<file path="src/rtl/menu_countdown_ctrl_pkg.sv">
// Shared encodings and helpers for the lobby/countdown sequencer.
package menu_countdown_ctrl_pkg;

  typedef enum logic [1:0] {
    LOBBY     = 2'd0,
    ARMED     = 2'd1,
    COUNTDOWN = 2'd2,
    RUNNING   = 2'd3
  } state_e;

  localparam logic [2:0] COUNTDOWN_MAX = 3'd7;

  // Bit positions of each player in the ready/button vectors
  localparam int unsigned RED    = 0;
  localparam int unsigned BLUE   = 1;
  localparam int unsigned GREEN  = 2;
  localparam int unsigned YELLOW = 3;

  // Number of joined players in a 4-bit flag vector
  function automatic logic [2:0] count_ones(input logic [3:0] v);
    logic [2:0] n;
    n = '0;
    for (int i = 0; i < 4; i++) begin
      n = n + {2'b00, v[i]};
    end
    return n;
  endfunction

endpackage

</file>
<file path="src/rtl/menu_countdown_ctrl_if.sv">
// Player buttons, race feedback and renderer-facing outputs of the lobby sequencer.
interface menu_countdown_ctrl_if;

  logic       btn_red;
  logic       btn_blue;
  logic       btn_green;
  logic       btn_yellow;
  logic       game_over;
  logic       red_ready_to_play;
  logic       blue_ready_to_play;
  logic       green_ready_to_play;
  logic       yellow_ready_to_play;
  logic [2:0] countdown;
  logic       menu_enable;
  logic       game_start;

  // Stimulus side: buttons and race logic
  modport master (
    output btn_red, btn_blue, btn_green, btn_yellow, game_over,
    input  red_ready_to_play, blue_ready_to_play, green_ready_to_play, yellow_ready_to_play,
    input  countdown, menu_enable, game_start
  );

  // Sequencer side
  modport slave (
    input  btn_red, btn_blue, btn_green, btn_yellow, game_over,
    output red_ready_to_play, blue_ready_to_play, green_ready_to_play, yellow_ready_to_play,
    output countdown, menu_enable, game_start
  );

endinterface

</file>
<file path="src/rtl/menu_countdown_ctrl_step_timer.sv">
// Free-running 0..TERMINAL counter with a wrap pulse; clear wins over run.
module menu_countdown_ctrl_step_timer #(
  parameter int unsigned TERMINAL = 3,
  parameter int unsigned CountW   = 2
) (
  input  logic clk,
  input  logic rst_n,
  input  logic clear,
  input  logic run,
  output logic wrap
);

  logic [CountW-1:0] count_q, count_d;

  // A clear in the terminal cycle suppresses the wrap so a restart is never missed
  assign wrap = run && !clear && (count_q == CountW'(TERMINAL));

  // Next count: restart on clear or wrap, otherwise advance while running
  always_comb begin
    count_d = count_q;
    if (clear) begin
      count_d = '0;
    end else if (run) begin
      count_d = wrap ? '0 : count_q + CountW'(1);
    end
  end

  // Count register with synchronous reset
  always_ff @(posedge clk) begin
    if (!rst_n) begin
      count_q <= '0;
    end else begin
      count_q <= count_d;
    end
  end

endmodule

</file>
<file path="src/rtl/menu_countdown_ctrl.sv">
// Lobby sequencer: latches player joins, arms, runs the 7..0 countdown, pulses game_start.
module menu_countdown_ctrl
  import menu_countdown_ctrl_pkg::*;
#(
  parameter int unsigned STEP_CYCLES = 50_000_000,
  parameter int unsigned JOIN_WAIT   = 100_000_000,
  parameter int unsigned MIN_PLAYERS = 2
) (
  input logic                  clk,
  input logic                  rst_n,
  menu_countdown_ctrl_if.slave bus
);

  localparam int unsigned StepW = $clog2(STEP_CYCLES);
  localparam int unsigned WaitW = $clog2(JOIN_WAIT);

  state_e     state_q, state_d;
  logic [3:0] btn_prev_q;
  logic [3:0] ready_q, ready_d;
  logic [2:0] countdown_q, countdown_d;
  logic       menu_enable_q, menu_enable_d;
  logic       game_start_q, game_start_d;

  logic [3:0] btn_now;
  logic [3:0] rise;
  logic       join_ok;
  logic       new_join;
  logic       wait_clear, wait_run, wait_wrap;
  logic       step_clear, step_run, step_wrap;

  // Gather buttons into a player-indexed vector and find rising edges
  always_comb begin
    btn_now         = '0;
    btn_now[RED]    = bus.btn_red;
    btn_now[BLUE]   = bus.btn_blue;
    btn_now[GREEN]  = bus.btn_green;
    btn_now[YELLOW] = bus.btn_yellow;
    rise            = btn_now & ~btn_prev_q;
    join_ok         = (state_q != RUNNING);
    // Only a flag that actually changes counts as a new join for the wait restart
    new_join        = join_ok && |(rise & ~ready_q);
  end

  // Timer controls: each timer runs only in its own state and sits cleared elsewhere
  always_comb begin
    wait_run   = (state_q == ARMED);
    wait_clear = (state_q != ARMED) || new_join;
    step_run   = (state_q == COUNTDOWN);
    step_clear = (state_q != COUNTDOWN);
  end

  menu_countdown_ctrl_step_timer #(
    .TERMINAL (JOIN_WAIT - 1),
    .CountW   (WaitW)
  ) u_wait_timer (
    .clk   (clk),
    .rst_n (rst_n),
    .clear (wait_clear),
    .run   (wait_run),
    .wrap  (wait_wrap)
  );

  menu_countdown_ctrl_step_timer #(
    .TERMINAL (STEP_CYCLES - 1),
    .CountW   (StepW)
  ) u_step_timer (
    .clk   (clk),
    .rst_n (rst_n),
    .clear (step_clear),
    .run   (step_run),
    .wrap  (step_wrap)
  );

  // Next-state, join flags and registered renderer outputs
  always_comb begin
    state_d       = state_q;
    ready_d       = ready_q;
    countdown_d   = countdown_q;
    menu_enable_d = menu_enable_q;
    game_start_d  = 1'b0;

    if (join_ok) begin
      ready_d = ready_q | rise;
    end

    unique case (state_q)
      LOBBY: begin
        countdown_d = COUNTDOWN_MAX;
        if (count_ones(ready_q) >= 3'(MIN_PLAYERS)) begin
          state_d = ARMED;
        end
      end
      ARMED: begin
        countdown_d = COUNTDOWN_MAX;
        if ((ready_q == 4'hF) || wait_wrap) begin
          state_d = COUNTDOWN;
        end
      end
      COUNTDOWN: begin
        if (step_wrap) begin
          if (countdown_q == 3'd0) begin
            state_d       = RUNNING;
            game_start_d  = 1'b1;
            menu_enable_d = 1'b0;
          end else begin
            countdown_d = countdown_q - 3'd1;
          end
        end
      end
      RUNNING: begin
        countdown_d = 3'd0;
        if (bus.game_over) begin
          state_d       = LOBBY;
          ready_d       = '0;
          countdown_d   = COUNTDOWN_MAX;
          menu_enable_d = 1'b1;
        end
      end
      default: state_d = LOBBY;
    endcase
  end

  // State and output registers with synchronous active-low reset
  always_ff @(posedge clk) begin
    if (!rst_n) begin
      state_q       <= LOBBY;
      btn_prev_q    <= '0;
      ready_q       <= '0;
      countdown_q   <= COUNTDOWN_MAX;
      menu_enable_q <= 1'b1;
      game_start_q  <= 1'b0;
    end else begin
      state_q       <= state_d;
      btn_prev_q    <= btn_now;
      ready_q       <= ready_d;
      countdown_q   <= countdown_d;
      menu_enable_q <= menu_enable_d;
      game_start_q  <= game_start_d;
    end
  end

  assign bus.red_ready_to_play    = ready_q[RED];
  assign bus.blue_ready_to_play   = ready_q[BLUE];
  assign bus.green_ready_to_play  = ready_q[GREEN];
  assign bus.yellow_ready_to_play = ready_q[YELLOW];
  assign bus.countdown            = countdown_q;
  assign bus.menu_enable          = menu_enable_q;
  assign bus.game_start           = game_start_q;

endmodule

</file>
<file path="src/flat_wrapper.sv">
// flat-port wrapper written by rule: the top's interface ports become plain ports
module menu_countdown_ctrl_flat import menu_countdown_ctrl_pkg::*;
#(
  parameter int unsigned STEP_CYCLES = 50_000_000,
  parameter int unsigned JOIN_WAIT   = 100_000_000,
  parameter int unsigned MIN_PLAYERS = 2
)
  (clk, rst_n, bus_btn_red, bus_btn_blue, bus_btn_green, bus_btn_yellow, bus_game_over, bus_red_ready_to_play, bus_blue_ready_to_play, bus_green_ready_to_play, bus_yellow_ready_to_play, bus_countdown, bus_menu_enable, bus_game_start);
  menu_countdown_ctrl_if bus_i ();
  input logic clk;
  input logic rst_n;
  input wire logic [$bits(bus_i.btn_red)-1:0] bus_btn_red;
  input wire logic [$bits(bus_i.btn_blue)-1:0] bus_btn_blue;
  input wire logic [$bits(bus_i.btn_green)-1:0] bus_btn_green;
  input wire logic [$bits(bus_i.btn_yellow)-1:0] bus_btn_yellow;
  input wire logic [$bits(bus_i.game_over)-1:0] bus_game_over;
  output wire logic [$bits(bus_i.red_ready_to_play)-1:0] bus_red_ready_to_play;
  output wire logic [$bits(bus_i.blue_ready_to_play)-1:0] bus_blue_ready_to_play;
  output wire logic [$bits(bus_i.green_ready_to_play)-1:0] bus_green_ready_to_play;
  output wire logic [$bits(bus_i.yellow_ready_to_play)-1:0] bus_yellow_ready_to_play;
  output wire logic [$bits(bus_i.countdown)-1:0] bus_countdown;
  output wire logic [$bits(bus_i.menu_enable)-1:0] bus_menu_enable;
  output wire logic [$bits(bus_i.game_start)-1:0] bus_game_start;
  assign bus_i.btn_red = bus_btn_red;
  assign bus_i.btn_blue = bus_btn_blue;
  assign bus_i.btn_green = bus_btn_green;
  assign bus_i.btn_yellow = bus_btn_yellow;
  assign bus_i.game_over = bus_game_over;
  assign bus_red_ready_to_play = bus_i.red_ready_to_play;
  assign bus_blue_ready_to_play = bus_i.blue_ready_to_play;
  assign bus_green_ready_to_play = bus_i.green_ready_to_play;
  assign bus_yellow_ready_to_play = bus_i.yellow_ready_to_play;
  assign bus_countdown = bus_i.countdown;
  assign bus_menu_enable = bus_i.menu_enable;
  assign bus_game_start = bus_i.game_start;
  menu_countdown_ctrl #(.STEP_CYCLES(STEP_CYCLES), .JOIN_WAIT(JOIN_WAIT), .MIN_PLAYERS(MIN_PLAYERS)) u_core (.clk(clk), .rst_n(rst_n), .bus(bus_i));
endmodule
</file>
<file path="config.mk">
export PLATFORM = sky130hd
export DESIGN_NAME = menu_countdown_ctrl_flat
export DESIGN_NICKNAME = d
export VERILOG_FILES = /design/src/rtl/menu_countdown_ctrl_pkg.sv /design/src/rtl/menu_countdown_ctrl_if.sv /design/src/rtl/menu_countdown_ctrl_step_timer.sv /design/src/rtl/menu_countdown_ctrl.sv /design/src/flat_wrapper.sv
export SDC_FILE = /design/constraint.sdc
export NUM_CORES = 1
export LEC_CHECK = 0
export CAP_MARGIN = 40
export CORE_MARGIN = 5
export CORE_UTILIZATION = 60
export DETAILED_ROUTE_END_ITERATION = 6
export PLACE_DENSITY = 0.79
export SLEW_MARGIN = 10
export SYNTH_ARGS = -nofsm -noshare
export SYNTH_HDL_FRONTEND = slang
export SYNTH_SLANG_ARGS = --single-unit
</file>
<file path="constraint.sdc">
create_clock -name clk -period 2.85 [get_ports clk]
set_clock_uncertainty 0.15 [all_clocks]
set_input_delay 0.57 -clock clk [delete_from_list [all_inputs] [get_ports clk]]
set_output_delay 0.57 -clock clk [all_outputs]
set_load 0.005 [all_outputs]
</file>
**After elaboration in Yosys (flattened, before gate mapping)**

Index checks and enable logic that the tools add are counted.

- Add/sub/neg operators: 6
- $lt $le $gt $ge: 1
- Equality and inequality tests: 15
- Multiplexer cells: 20
- Bitwise gates (word level): 6
- Reductions and logical operators: 20

Operators with widths:

| cell | count |
|---|---|
| adder 27 x 1 -> 27 bit, second input constant | 1 |
| equality test 27 bit, second input constant | 1 |
| two-way mux 27 bit | 1 |
| adder 26 x 1 -> 26 bit, second input constant | 1 |
| equality test 26 bit, second input constant | 1 |
| two-way mux 26 bit | 1 |
| two-way mux 4 bit | 3 |
| two-way mux 2 bit | 5 |
| != test 2 x 1 -> 1 bit, second input constant | 5 |
| two-way mux 3 bit | 3 |
| case mux 3 bit (3 select lines) | 1 |
| bitwise AND 4 bit | 2 |
| != test 2 bit, second input constant | 4 |
| inverter 4 bit | 2 |
| case mux 2 bit (4 select lines) | 1 |
| adder 3 x 1 -> 3 bit | 2 |
| OR reduction 2 bit | 3 |
| logical AND 1 bit | 5 |
| AND reduction 5 bit | 1 |
| equality test 2 bit, second input constant | 2 |
| equality test 4 bit, second input constant | 1 |
| two-way mux 1 bit | 4 |
| bitwise OR 4 bit | 1 |
| AND reduction 4 bit | 1 |
| 14 further kinds | 16 |

- Register bits: 68
- Bits of input ports: 7
- Output and inout bits: 9

**Longest topological paths before layout**

- Word-level depth: 12
- Mapped depth: 8
- Depth with buffers taken out: 7

**Modules after synthesis**

From an unflattened synthesis, not the netlist that was laid out.

- Cells, all modules: 403
- Area total of the unflattened synthesis: 3553.4 µm²

Modules (own cells, without submodules):

| module | instances | cells an instance | area an instance (µm²) |
|---|---|---|---|
| menu_countdown_ctrl_step_timer (u_core.u_wait_timer) | 1 | 160 | 1361.3 |
| menu_countdown_ctrl_step_timer (u_core.u_step_timer) | 1 | 146 | 1317.5 |
| menu_countdown_ctrl | 1 | 97 | 874.6 |

**Worst setup path before layout**

Ideal clock, no wire load.

- Kind: register to register
- Start: reg u_core.state_q[0]
- End: reg u_core.u_step_timer.count_q[25]
- Arrival time: 1.727 ns
- Data required time: 2.567 ns
- Path slack: 0.840 ns
- Stages on the path, launching flop included: 9
- Path buffers: 1
- Period minus slack after synthesis: 2.010 ns
- Cell sequence: dfxtp_1 -> inv_1 -> ha_1 -> inv_1 -> or4_1 -> buf_2 -> nor4_4 -> a31o_2 -> a21oi_1

- Word-level cells in the longest chain between the ends: 5
- Elaborated cells on any way between the ends: 7
- Those cells by class: eq/ne (2); mux (1); reduce/logical (4)

RTL lines:

| what | RTL line | RTL |
|---|---|---|
| start, declared | menu_countdown_ctrl.sv:17 | `state_e state_q, state_d;` |
| start signal, assigned | menu_countdown_ctrl.sv:133 | `state_q <= state_d;` |
| != test 2 bit | menu_countdown_ctrl.sv:49 | `step_clear = (state_q != COUNTDOWN);` |
| zero test 1 bit | menu_countdown_ctrl_step_timer.sv:16 | `assign wrap = run && !clear && (count_q == CountW'(TERMINAL));` |
| logical AND 1 bit (2 in series) | menu_countdown_ctrl_step_timer.sv:16 |  |
| two-way mux 26 bit | menu_countdown_ctrl_step_timer.sv:24 | `count_d = wrap ? '0 : count_q + CountW'(1);` |
| end signal, assigned | menu_countdown_ctrl_step_timer.sv:33 | `count_q <= count_d;` |
| end, declared | menu_countdown_ctrl_step_timer.sv:13 | `logic [CountW-1:0] count_q, count_d;` |

Parallel ways exist; a longest one is shown, timed or not.
A chain may end at the register's enable or synchronous reset.

**Worst setup path in the final report**

- Start: in bus_btn_green
- End: reg u_core.state_q[0]

- Word-level cells in the longest chain between the ends: 11

RTL lines:

| what | RTL line | RTL |
|---|---|---|
| start, declared | flat_wrapper.sv:14 | `input wire logic [$bits(bus_i.btn_green)-1:0] bus_btn_green;` |
| bitwise AND 4 bit | menu_countdown_ctrl.sv:38 | `rise = btn_now & ~btn_prev_q;` |
| bitwise AND 4 bit | menu_countdown_ctrl.sv:41 | `new_join = join_ok && \|(rise & ~ready_q);` |
| OR reduction 4 bit | menu_countdown_ctrl.sv:41 |  |
| logical AND 1 bit | menu_countdown_ctrl.sv:41 |  |
| logical OR 1 bit | menu_countdown_ctrl.sv:47 | `wait_clear = (state_q != ARMED) \|\| new_join;` |
| zero test 1 bit | menu_countdown_ctrl_step_timer.sv:16 |  |
| logical AND 1 bit (2 in series) | menu_countdown_ctrl_step_timer.sv:16 |  |
| logical OR 1 bit | menu_countdown_ctrl.sv:95 | `if ((ready_q == 4'hF) \|\| wait_wrap) begin` |
| != test 2 x 1 -> 1 bit (no source line) | - |  |
| AND reduction 5 bit (no source line) | - |  |

Every way passes these cells.

==> results.md <==
* Transition time at the pin with the least slew margin at 661 ps
* Worst slew margin relative to its limit at 0.555
* Startpoint kind of the worst setup timing path: input pin
* Final-report setup violation count at 0
* DRC violation total after the first TritonRoute iteration at 122
* Longest Clk Path Bufs at 2
* Placed Cells at 471
* Vias/cell at 5.51
* Synthesized area per cell at 8.44 um^2
* Yosys warning count at 0
* Max IR drop VDD at 0.384 mV
* Routed length per instance at 13.1 um
* Cell taking the most area after synthesis: sky130_fd_sc_hd__dfxtp_1
* Starting density of the core at 0.611
* Die Height at 84.4 um
* Vias in the first global route at 2586
* Flip-flop cell with the highest count after synthesis: sky130_fd_sc_hd__dfxtp_1
* Remaining antenna violation count after routing at 0
* Worst Hold Class: flop to flop
* Multiplexer share of the synthesized area at 0.00903
* Post-CTS setup buffer count at 0
* Final Slew Violations at 0
* Post-Synthesis Net Count at 411
* CTS H-tree lvls at 3
* Post-synthesis cell type count at 44
* Pin count of the biggest net entering global routing at 28
* Clock slew at reported path FFs at 70 ps
* Core Box Area at 5440 um^2
* Routed wire length at 6.37 mm
* Synth-to-Final Area Change at 12.3%
* Area share of the largest cell type after synthesis at 0.409
* Width of the chip at 84.4 um
* Post-route minimum period at 2260 ps
* Achievable Freq at 443 MHz
* Global placement routability congestion at 0.825
* Number of standard cells in the final layout excluding fillers at 487
* Post-synthesis share of cell area spent on full adders, half adders and majority gates at 0.0376
* Mapped Cells at 394
* Top cells by area in the synthesized netlist: sky130_fd_sc_hd__dfxtp_1 (41%), sky130_fd_sc_hd__nor2_1 (6.8%), sky130_fd_sc_hd__xnor2_1 (6.6%)
* Maximum capacitance violations at 0
* Boundary Pins at 16
* Overall routing resource usage at 0.190
* Share of post-route cells with drive strength above 1 at 0.0795
* Share of the clock period used by the worst path after layout at 0.793
* Post-synthesis compound-gate area fraction at 0.0580
* Final number of hold-violating endpoints at 0
* Diodes inserted at 0
* Total half-perimeter wirelength after legalization and detailed placement at 4.37 mm
* Total gr overflow at 0
* Req. time, crit path at 2970 ps
* Antenna violations before repair at 0
* Number of buffers created by CTS at 9
* Wire length of the first global-routing pass at 11.3 mm
* Async set-or-reset flop fraction in the synthesized netlist at 0
* Arrival time of data at the critical path endpoint at 2380 ps
* Buffers added on ports at 15
* Register bit total from synthesis at 68
* Die Footprint at 7130 um^2
* Leakage power at 1.22 nW
* Mapped Area at 3320 um^2
* Xor-xnor portion of the synthesized cell area at 0.121
* Buffer type at the clock tree root: sky130_fd_sc_hd__clkbuf_8
* Dominant combinational cell family by area after synthesis: simple AND/OR/NAND/NOR gates
* Number of flops mapped to enable cells by yosys at 0
* Crit. End Element: flop
* Power per unit of standard cell area at 557 nW/um^2
* RSZ-0062 raised after global routing: false
* Final Net Count at 427
* Portion of the post-synthesis area used by sequential elements at 0.409
* CTS tree: done
* Outcome: finished clean
* Worst-path fanout max at 3
* CTS sink cnt at 68
* Simple-Gate Fraction of Synth Area at 0.317
* Clock latency of the later-clocked register in the worst-skew pair at 350 ps
* Routed vias at 2682
* Number of gates given a new drive strength after cts at 0
* DRC violations left at 0
* Detailed-routing iteration count for the pre-antenna-repair pass at 4
* Category of the critical setup timing path: input pin to flop
* Number of buffers inserted for hold repair after clock tree synthesis at 0
* Floorplan row count at 27
* Setup TNS Final at 0 ps
[critical path, stage by stage]
cell and delay, ps:
sky130_fd_sc_hd__clkdlybuf4s50_1 490, sky130_fd_sc_hd__or3b_2 450, sky130_fd_sc_hd__a41oi_1 260, sky130_fd_sc_hd__nor4_1 90
sky130_fd_sc_hd__o211ai_1 290, sky130_fd_sc_hd__mux2i_1 220
[metrics by stage]
step / worst slack [ps] / hold WS, ps / util / area, um^2 / total power, mW
2_1_floorplan: 840 / 268 / - / 3320 / 1.23
3_3_place_gp: 307 / 280 / 0.651 / 3540 / 1.32
3_5_place_dp: 242 / 288 / 0.651 / 3540 / 1.33
4_1_cts: 601 / 303 / 0.687 / 3730 / 2.11
5_1_grt: 432 / 332 / 0.687 / 3730 / 2.19
6_report: 591 / 301 / 0.687 / 3730 / 2.08
[cells in the mapped netlist, drive strengths merged, types with 3 or more instances]
library cell	count
nand3	21
xor2	21
nor4	13
or3b	4
mux2i	3
buf	9
o21ai	8
and3	4
o22ai	4
and2	12
or3	5
and4	6
a21oi	8
nand4	16
clkbuf	5
nor3	16
dfxtp	68
xnor2	25
ha	10
nor2	60
inv	25
nand2	30
[state kept, by name, summed over array words and instances, names as in the netlist]
name / count
u_core.state_q: 2
u_core.u_wait_timer.count_q: 27
u_core.bus.game_start: 1
u_core.btn_prev_q: 4
u_core.u_step_timer.count_q: 26
u_core.bus.menu_enable: 1
u_core.bus.countdown: 3
u_core.ready_q: 4
[routing by layer]
metal | GRT usage | share of wire | up-vias
li1 | - | - | 1386
met5 | 0 | 0 | -
met3 | 0.0559 | 0.047 | 12
met2 | 0.306 | 0.47 | 43
met1 | 0.242 | 0.47 | 1241
met4 | 0.0734 | 0.016 | 0
[kinds of logic (layout without fill, tap and decap cells)]
logic type	count (synthesis)	after routing
simple gates	197	197
buf+inv	39	60
compound gates	31	31
flops	68	68
xor+xnor	46	46
mux	3	3
fa+ha+maj	10	10
[area by class of cell]
| class | count | area [um^2] |
|---|---|---|
| fillers | 438 | 1700 |
| well taps | 72 | 90.1 |
| multi-input cells | 287 | 1800 |
| inverters | 25 | 93.8 |
| flip-flops and latches | 68 | 1360 |
| repair buffers | 19 | 193 |
| clock buffers | 10 | 128 |
| clock inverters | 6 | 65.1 |
[power by group]
| part | switching (mW) | internal [mW] |
|---|---|---|
| sequential | 0.0347 | 0.986 |
| clock | 0.364 | 0.404 |
| combinational | 0.158 | 0.133 |
| total | 0.556 | 1.52 |
[final timing paths]
path	startpoint	to	slack (ps)	cells past startpoint
setup / recovery	bus_btn_green	u_core.state_q[0]$_SDFFE_PN0P_	590	6
hold / removal	u_core.u_wait_timer.count_q[0]$_SDFFE_PP0N_	u_core.u_wait_timer.count_q[0]$_SDFFE_PP0N_	300	1
setup reg to reg	u_core.state_q[1]$_SDFFE_PN0P_	u_core.u_wait_timer.count_q[23]$_SDFFE_PP0N_	620	7
hold reg to reg	u_core.u_wait_timer.count_q[0]$_SDFFE_PP0N_	u_core.u_wait_timer.count_q[0]$_SDFFE_PP0N_	300	1
[cell usage in the layout, fill, tap and decap left out, drive strengths merged, types with 12 or more instances in the layout]
cell type,n
nand2,30
nor3,16
nor4,13
dfxtp,68
xnor2,25
nand3,21
nand4,16
inv,25
clkdlybuf4s50,15
xor2,21
nor2,60
and2,12
(Power assumes the default switching activity.)
